<file path="src/rtl/clk_div_prog.sv">
`default_nettype none
// ============================================================================
//  Module      : clk_div_prog
//  Description : Multi-channel programmable clock divider. Each channel owns
//                a free-running counter that produces a registered divided
//                clock and a one-cycle tick on the last cycle of each period.
//                Divisors are written at run time and take effect only at a
//                period boundary, so the divided clocks never glitch.
//  Revision    : 1.0  initial release
// ============================================================================
module clk_div_prog #(
   parameter int CHANNELS    = 2,
   parameter int WIDTH       = 8,
   parameter int DEFAULT_DIV = 12,
   parameter int CH_W        = 1
) (
   input  logic                clk,
   input  logic                reset,
   input  logic [CHANNELS-1:0] en,
   input  logic                sync,
   input  logic                cfg_we,
   input  logic [CH_W-1:0]     cfg_ch,
   input  logic [WIDTH-1:0]    cfg_div,
   output logic [CHANNELS-1:0] clk_out,
   output logic [CHANNELS-1:0] tick,
   output logic [CHANNELS-1:0] cfg_pending
);

   localparam logic [WIDTH-1:0] c_default_div = WIDTH'(DEFAULT_DIV);
   localparam logic [WIDTH-1:0] c_min_div     = WIDTH'(2);
   localparam logic [WIDTH-1:0] c_one         = WIDTH'(1);

   // Per-channel run state: idle channels hold their outputs low.
   typedef enum logic [0:0] {
      S_IDLE = 1'b0,
      S_RUN  = 1'b1
   } state_t;

   // Divisors below 2 cannot form a period with both a high and a low phase,
   // so they are clamped to 2 before being stored anywhere.
   logic [WIDTH-1:0] w_cfg_div;
   assign w_cfg_div = (cfg_div < c_min_div) ? c_min_div : cfg_div;

   for (genvar c = 0; c < CHANNELS; c++) begin : g_ch
      state_t           r_state;
      logic [WIDTH-1:0] r_cnt;
      logic [WIDTH-1:0] r_act_div;
      logic [WIDTH-1:0] r_shd_div;
      logic             r_pending;
      logic             r_clk;
      logic             r_tick;

      logic             w_sel;
      logic             w_running;
      logic             w_wrap;
      logic             w_boundary;
      logic [WIDTH-1:0] w_last;
      logic [WIDTH:0]   w_high_sum;
      logic [WIDTH-1:0] w_high;
      logic [WIDTH-1:0] w_cnt_nx;

      // A write whose index does not name an existing channel never matches.
      assign w_sel      = cfg_we && (cfg_ch == CH_W'(c));
      assign w_running  = (r_state == S_RUN);
      assign w_last     = r_act_div - c_one;
      assign w_wrap     = w_running && (r_cnt == w_last);
      // Idle channels and sync restarts are safe points to swap divisors,
      // as is the final cycle of a running period.
      assign w_boundary = w_wrap || sync || !w_running;

      // High-phase length (D+1)>>1, computed one bit wider so D=2^WIDTH-1
      // does not overflow before the shift.
      assign w_high_sum = {1'b0, r_act_div} + {{WIDTH{1'b0}}, 1'b1};
      assign w_high     = w_high_sum[WIDTH:1];

      // At a wrap the next count is 0, which is high and not a tick for any
      // divisor >= 2, so the old divisor is safe for the outputs there too.
      assign w_cnt_nx   = w_wrap ? '0 : (r_cnt + c_one);

      // Divisor bookkeeping and counter/output generation for this channel.
      always_ff @(posedge clk) begin
         if (reset) begin
            r_state   <= S_IDLE;
            r_cnt     <= '0;
            r_act_div <= c_default_div;
            r_shd_div <= c_default_div;
            r_pending <= 1'b0;
            r_clk     <= 1'b0;
            r_tick    <= 1'b0;
         end else begin
            // A fresh write at a boundary supersedes any older shadow value.
            if (w_sel) begin
               if (w_boundary) begin
                  r_act_div <= w_cfg_div;
                  r_pending <= 1'b0;
               end else begin
                  r_shd_div <= w_cfg_div;
                  r_pending <= 1'b1;
               end
            end else if (r_pending && w_boundary) begin
               r_act_div <= r_shd_div;
               r_pending <= 1'b0;
            end

            // Dropping enable overrides sync and any boundary restart.
            if (!en[c]) begin
               r_state <= S_IDLE;
               r_cnt   <= '0;
               r_clk   <= 1'b0;
               r_tick  <= 1'b0;
            end else begin
               case (r_state)
                  S_IDLE: begin
                     r_state <= S_RUN;
                     r_cnt   <= '0;
                     r_clk   <= 1'b1;
                     r_tick  <= 1'b0;
                  end
                  S_RUN: begin
                     if (sync) begin
                        r_cnt  <= '0;
                        r_clk  <= 1'b1;
                        r_tick <= 1'b0;
                     end else begin
                        r_cnt  <= w_cnt_nx;
                        r_clk  <= (w_cnt_nx < w_high);
                        r_tick <= (w_cnt_nx == w_last);
                     end
                  end
                  default: begin
                     r_state <= S_IDLE;
                     r_cnt   <= '0;
                     r_clk   <= 1'b0;
                     r_tick  <= 1'b0;
                  end
               endcase
            end
         end
      end

      assign clk_out[c]     = r_clk;
      assign tick[c]        = r_tick;
      assign cfg_pending[c] = r_pending;
   end

endmodule
`default_nettype wire
</file>
<file path="config.mk">
export PLATFORM = sky130hd
export DESIGN_NAME = clk_div_prog
export DESIGN_NICKNAME = d
export VERILOG_FILES = /design/src/rtl/clk_div_prog.sv
export SDC_FILE = /design/constraint.sdc
export NUM_CORES = 1
export LEC_CHECK = 0
export ABC_AREA = 1
export CELL_PAD_IN_SITES_DETAIL_PLACEMENT = 1
export CELL_PAD_IN_SITES_GLOBAL_PLACEMENT = 1
export CORE_AREA = 2 2 117 119
export CTS_CLUSTER_SIZE = 12
export DETAILED_ROUTE_END_ITERATION = 10
export DIE_AREA = 0 0 119 121
export HOLD_SLACK_MARGIN = 0.08
export PLACE_DENSITY_LB_ADDON = 0.1
export SYNTH_ARGS = -nofsm -noshare
export SYNTH_HDL_FRONTEND = slang
export SYNTH_SLANG_ARGS = --single-unit
</file>
<file path="constraint.sdc">
create_clock -name clk -period 3.4 [get_ports clk]
set_input_delay 1.02 -clock clk [delete_from_list [all_inputs] [get_ports clk]]
set_output_delay 1.02 -clock clk [all_outputs]
set_load 0.02 [all_outputs]
</file>
* Yosys cells after proc, flatten, opt, wreduce, memory -nomap -nowiden *
Cells that the tools add are included.

word-level totals
  flip-flop bits (word level) = 56
  input port bits = 15
  output and inout port bits = 6
  word-level logic and storage cells = 85

cells by class
  $add $sub $neg = 6
  magnitude comparators = 3
  equality and inequality tests = 6
  muxes and demuxes = 29
  bitwise gates (word level) = 7
  reductions and logical operators = 20

operators with widths
  operator             number
  $mux 8               11
  $eq 8x8->1           4
  $pmux 8 s2           2
  $add 8x1->9 const B  2
  $add 8x1->8 const B  2
  $lt 8x8->1           2
  $sub 8x1->8 const B  2
  $mux 1               12
  $lt 8x2->1 const B   1
  $pmux 1 s2           4
  $reduce_and 2->1     4
  $not 1->1            7
  $logic_and 1x1->1    6
  $logic_or 1x1->1     4
  $ne 2x1->1 const B   2
  $reduce_bool 2->1    2
  $reduce_or 2->1      2
  $logic_not 1->1      2

* Depth between registers and ports, before layout *
  depth after elaboration = 8
  depth in mapped cells = 21
  gate-level depth less buffers = 20

* Worst setup path before layout *
OpenSTA, ideal clock, no wires.

  kind = reg2reg
  start point = reg g_ch[1].r_act_div[0]
  end point = reg g_ch[1].r_clk
  library setup time = 0.070 ns
  arrival time = 2.418 ns
  data required time = 3.330 ns
  setup slack = 0.912 ns
  cell stages (with the launch flop) = 17
  period minus slack after synthesis = 2.488 ns
  cells stage by stage = dfxtp_1 > inv_2 > ha_1 > xor2_1 > nand2_1 > nor2_1 > nand3_1 > nor2_2 > nand3_4 > nand2_1 > inv_1 > ha_1 > a21oi_1 > nor2_1 > a211oi_1 > nand2_1 > a21oi_1

between the ends
  longest elaborated chain between the ends = 7

ends and longest elaborated chain
  element                  line  source
  start, declared          47    logic [WIDTH-1:0] r_act_div;
  start signal, assigned   85    r_act_div <= c_default_div;
  start signal, assigned   94    r_act_div <= w_cfg_div;
  start signal, assigned   101   r_act_div <= r_shd_div;
  $sub 8x1->8              65    assign w_last = r_act_div - c_one;
  $eq 8x8->1               66    assign w_wrap = w_running && (r_cnt == w_last);
  $logic_and 1x1->1        66
  $mux 8                   78    assign w_cnt_nx = w_wrap ? '0 : (r_cnt + c_one);
  net g_ch[1].w_cnt_nx[5]  60    logic [WIDTH-1:0] w_cnt_nx;
  $lt 8x8->1               126   r_clk <= (w_cnt_nx < w_high);
  $mux 1                   120   if (sync) begin
  $pmux 1 s2               112   case (r_state)
  end signal, assigned     126
  end, declared            50    logic r_clk;

The timed path passes the listed nets, and every way through them passes these cells.
A chain may end at the register's enable or synchronous reset.

* Worst setup path after layout *
  start point = reg g_ch[0].r_act_div[0]
  end point = reg g_ch[0].r_clk

between the ends
  longest elaborated chain between the ends = 7

ends and longest elaborated chain
  element                  line
  start, declared          47
  start signal, assigned   85
  start signal, assigned   94
  start signal, assigned   101
  $sub 8x1->8              65
  $eq 8x8->1               66
  $logic_and 1x1->1        66
  $mux 8                   78
  net g_ch[0].w_cnt_nx[7]  60
  $lt 8x8->1               126
  $mux 1                   120
  $pmux 1 s2               112
  end signal, assigned     126
  end, declared            50

The timed path passes the listed nets, and every way through them passes these cells.

==> metrics.md <==
| Metric | Value |
|---|---|
| Vias per std cell | `4.63` |
| Routability-driven placement congestion ratio | `0.830` |
| Worst hold-check path type | `reg -> reg` |
| Cell area power density | `345 nW/um2` |
| Slew of the pin with the lowest slew margin | `477 ps` |
| Hpwl dp | `9220 um` |
| Worst reg2reg startpoint | `g_ch[0].r_act_div[0]` |
| Fin util | `33.2%` |
| Most used cell, CP | `nand2_1` |
| Global-route total usage across every layer | `16.1%` |
| Post-synthesis area per instance | `6.62 um2` |
| Start point of the critical path | `g_ch[0].r_act_div[0]` |
| Deepest level of the CTS H-tree | `2` |
| Largest cells by area after synthesis | `dfxtp_1 29%, nand2_1 13%, inv_1 7.9%` |
| Cell with the most instances after synthesis | `nand2_1` |
| Clk sink count | `56` |
| Category of cells accounting for the largest share of critical-path delay | `simple AND/OR/NAND/NOR gates` |
| Initial standard-cell utilization of the core | `29.7%` |
| Post-layout instance count excluding filler cells | `776` |
| I/O pin cnt | `21` |
| Count of maximum capacitance violations | `0` |
| Net count after synthesis | `620` |
| HP Start | `g_ch[0].r_shd_div[1]` |
| Buffer type at the clock tree root | `clkbuf_16` |
| Number of port buffers | `20` |
| Synth Register Bits | `56` |
| Row count | `42` |
| Routed wirelength normalized by instance count | `14.3 um` |
| Count of vias placed by the detailed router | `3596` |
| Floorplan die width | `119 um` |
| Diode insertion count for antenna repair | `0` |
| Via count of the first global-routing pass | `3596` |
| Startpoint type of the worst setup path | `flop` |
| Die extent in y | `121 um` |
| Most used flip-flop cell after synthesis | `dfxtp_1` |
| Pleak | `0.00200 uW` |
| Setup TNS | `0 ps` |
| Total setup violations reported at the end of the flow | `0` |
| Leading post-synthesis cells by instance count | `139 x nand2_1, 82 x inv_1, 72 x nor2_1, 56 x dfxtp_1, 37 x nand3_1` |
| Worst-path cell chain | `inv_1 -> ha_1 -> inv_1 -> nand2_1 -> nand2_1 -> nand2_1 -> nor2_1 -> nand3_1 -> nor2_1 -> nand3_2 -> nand2_1 -> inv_1 -> ha_1 -> nand2_1 -> nor2_1 -> a211oi_1 -> nand2_1 -> a21oi_1` |
| Shortest period the worst path allows | `3040 ps` |
| Data arrival time at the worst-slack endpoint | `3270 ps` |
| Setup fix buffers added after clock tree synthesis | `0` |
| Nature of the critical path endpoint | `flop` |
| Total clock buffers created by CTS | `5` |
| Clock edge transition at the registers on the reported setup and hold paths | `80 ps` |
| Hold-fix buffers, CTS | `0` |
| DRC Markers | `0` |
| Rel. slew slack | `68.0%` |
| EDFF count, synth | `0` |
| Worst EP required | `3640 ps` |
| First-pass GRT wire length | `18300 um` |
| Area fraction of the dominant cell type after synthesis | `28.8%` |
| Total of cells resized after clock tree synthesis | `0` |
| Share of flip-flops with an asynchronous set or reset after synthesis | `0%` |
| Number of design-rule violations left by the first detailed-router iteration | `103` |
| First-pass iteration count of the detailed router | `4` |
| Worst-skew pair later-pin latency | `300 ps` |
| Fin nets | `632` |
| Antenna violations before repair | `0` |
| Seq/Total Area, Yosys | `28.8%` |
| Core Area | `13100 um2` |
| Synth Cell Area | `3890 um2` |
| Max-slew violation count | `0` |
| Die area | `14400 um2` |
| Routed Wire Length | `11100 um` |
| TritonCTS clock tree | `done` |
| Largest stage delay on the critical path | `400 ps` |
| Crit Path Class | `reg -> reg` |
| Number of endpoints with negative hold slack in the final report | `0` |
| Remaining global-route overflow | `0` |
| Fill cell total of the finished layout | `1681` |
| Unrepaired setup endpoints after global routing | `no` |
| Clock skew after layout | `8.48 ps` |
| Layout overhead on the synthesized area | `11.8%` |
| F_max | `329 MHz` |
| Buffer depth of the longest clock path | `2` |
| Fraction of final layout cells sized beyond drive strength 1 | `9.00%` |
| CP max-delay cell | `dfxtp_1` |
| Fraction of the cycle the final worst path needs | `89.4%` |
| Maximum number of pins on one net before global-route repair | `23` |
| Total placed cells including tap cells | `768` |
| Maximum fanout along the worst path | `12` |
| Number of buffer and inverter stages on the critical path | `3` |
| Worst IR Drop VDD | `0.223 mV` |
| Post-Syn Instances | `587` |
| Cell taking the most area after synthesis | `dfxtp_1` |
| Number of antenna-violating nets in the routed design | `0` |
| Yosys synthesis warning count | `0` |
| Synth cell types | `41` |
| Result of the run | `finished, final reports clean` |
routing by layer:
layer  GRT usage [%]  vias up  part of all wire (%)
li1                -     1890                     -
met1            21.5     1663                    50
met2            27.2       37                    46
met3            2.40        6                   2.9
met4            3.87        0                   1.0
met5               0        -                     0
cell families after synthesis:
family,count (synthesis),share of synthesized area (%)
and+or+nand+nor,290,32.7
AOI/OAI and AO/OA,89,14.6
DFF,56,28.8
buffers and inverters,112,12.8
xor gates and xnor gates,22,5.31
adders and majority gates,18,5.79
cells in the final DEF (no fill, tap or decap), types with 8 or more instances in the layout:
master           synthesis  routed
a211oi_1                11      11
nor2_1                  72      72
a21oi_1                 21      21
o21ai_0                 30      30
inv_1                   82      82
nand2_2                 11      11
inv_2                    8       8
ha_1                    18      18
dfxtp_1                 56      56
nand3_1                 37      37
xor2_1                  19      19
clkdlybuf4s50_1          0      20
nand2_1                139     139
final cells by class:
| class | count | area, um2 | share of cell area [%] |
|---|---|---|---|
| inverters | 90 | 338 | 7.77 |
| clock buffers | 5 | 125 | 2.88 |
| flip-flops and latches | 56 | 1120 | 25.8 |
| repair buffers | 27 | 253 | 5.81 |
| well taps | 176 | 220 | 5.06 |
| clock inverters | 3 | 22.5 | 0.518 |
| multi-input cells | 419 | 2270 | 52.2 |
worst reg2reg max path, cell delays in order (launching register included):
cell	delay, ps
dfxtp_1	400
inv_1	150
ha_1	380
inv_1	90
nand2_1	50
nand2_1	50
nand2_1	60
nor2_1	110
nand3_1	90
nor2_1	110
nand3_2	310
nand2_1	260
inv_1	60
ha_1	330
nand2_1	80
nor2_1	40
a211oi_1	180
nand2_1	90
a21oi_1	120
final timing paths:
kind                     endpoint  slack, ps  cells after the start
max                 g_ch[0].r_clk        360                     18
min          g_ch[0].r_shd_div[1]        470                      2
max reg2reg         g_ch[0].r_clk        360                     18
min reg2reg  g_ch[0].r_shd_div[1]        470                      2
flip-flops by register name, indices dropped and copies added, names as in the netlist:
signal,cells
g_ch.r_state,2
g_ch.r_pending,2
g_ch.r_cnt,16
g_ch.r_shd_div,16
g_ch.r_act_div,16
g_ch.r_clk,2
g_ch.r_tick,2
power breakdown:
part           internal (uW)  leakage (uW)  switching [uW]  total, uW
registers                676      0.000456            29.7        705
clock network            277     0.0000742             267        544
logic                   93.3       0.00147             158        251
total                   1050       0.00200             454       1500
through the flow:
step                power, uW  cell area (um2)  setup WS (ps)  hold WS [ps]
floorplan                 897             3890            912           439
global placement          972             4200            262           454
detailed placement        975             4200            337           456
CTS                      1530             4350            298           469
global route             1580             4350          0.649           496
finish                   1500             4350            362           466
Note: power is estimated with default switching activity, not from simulation.
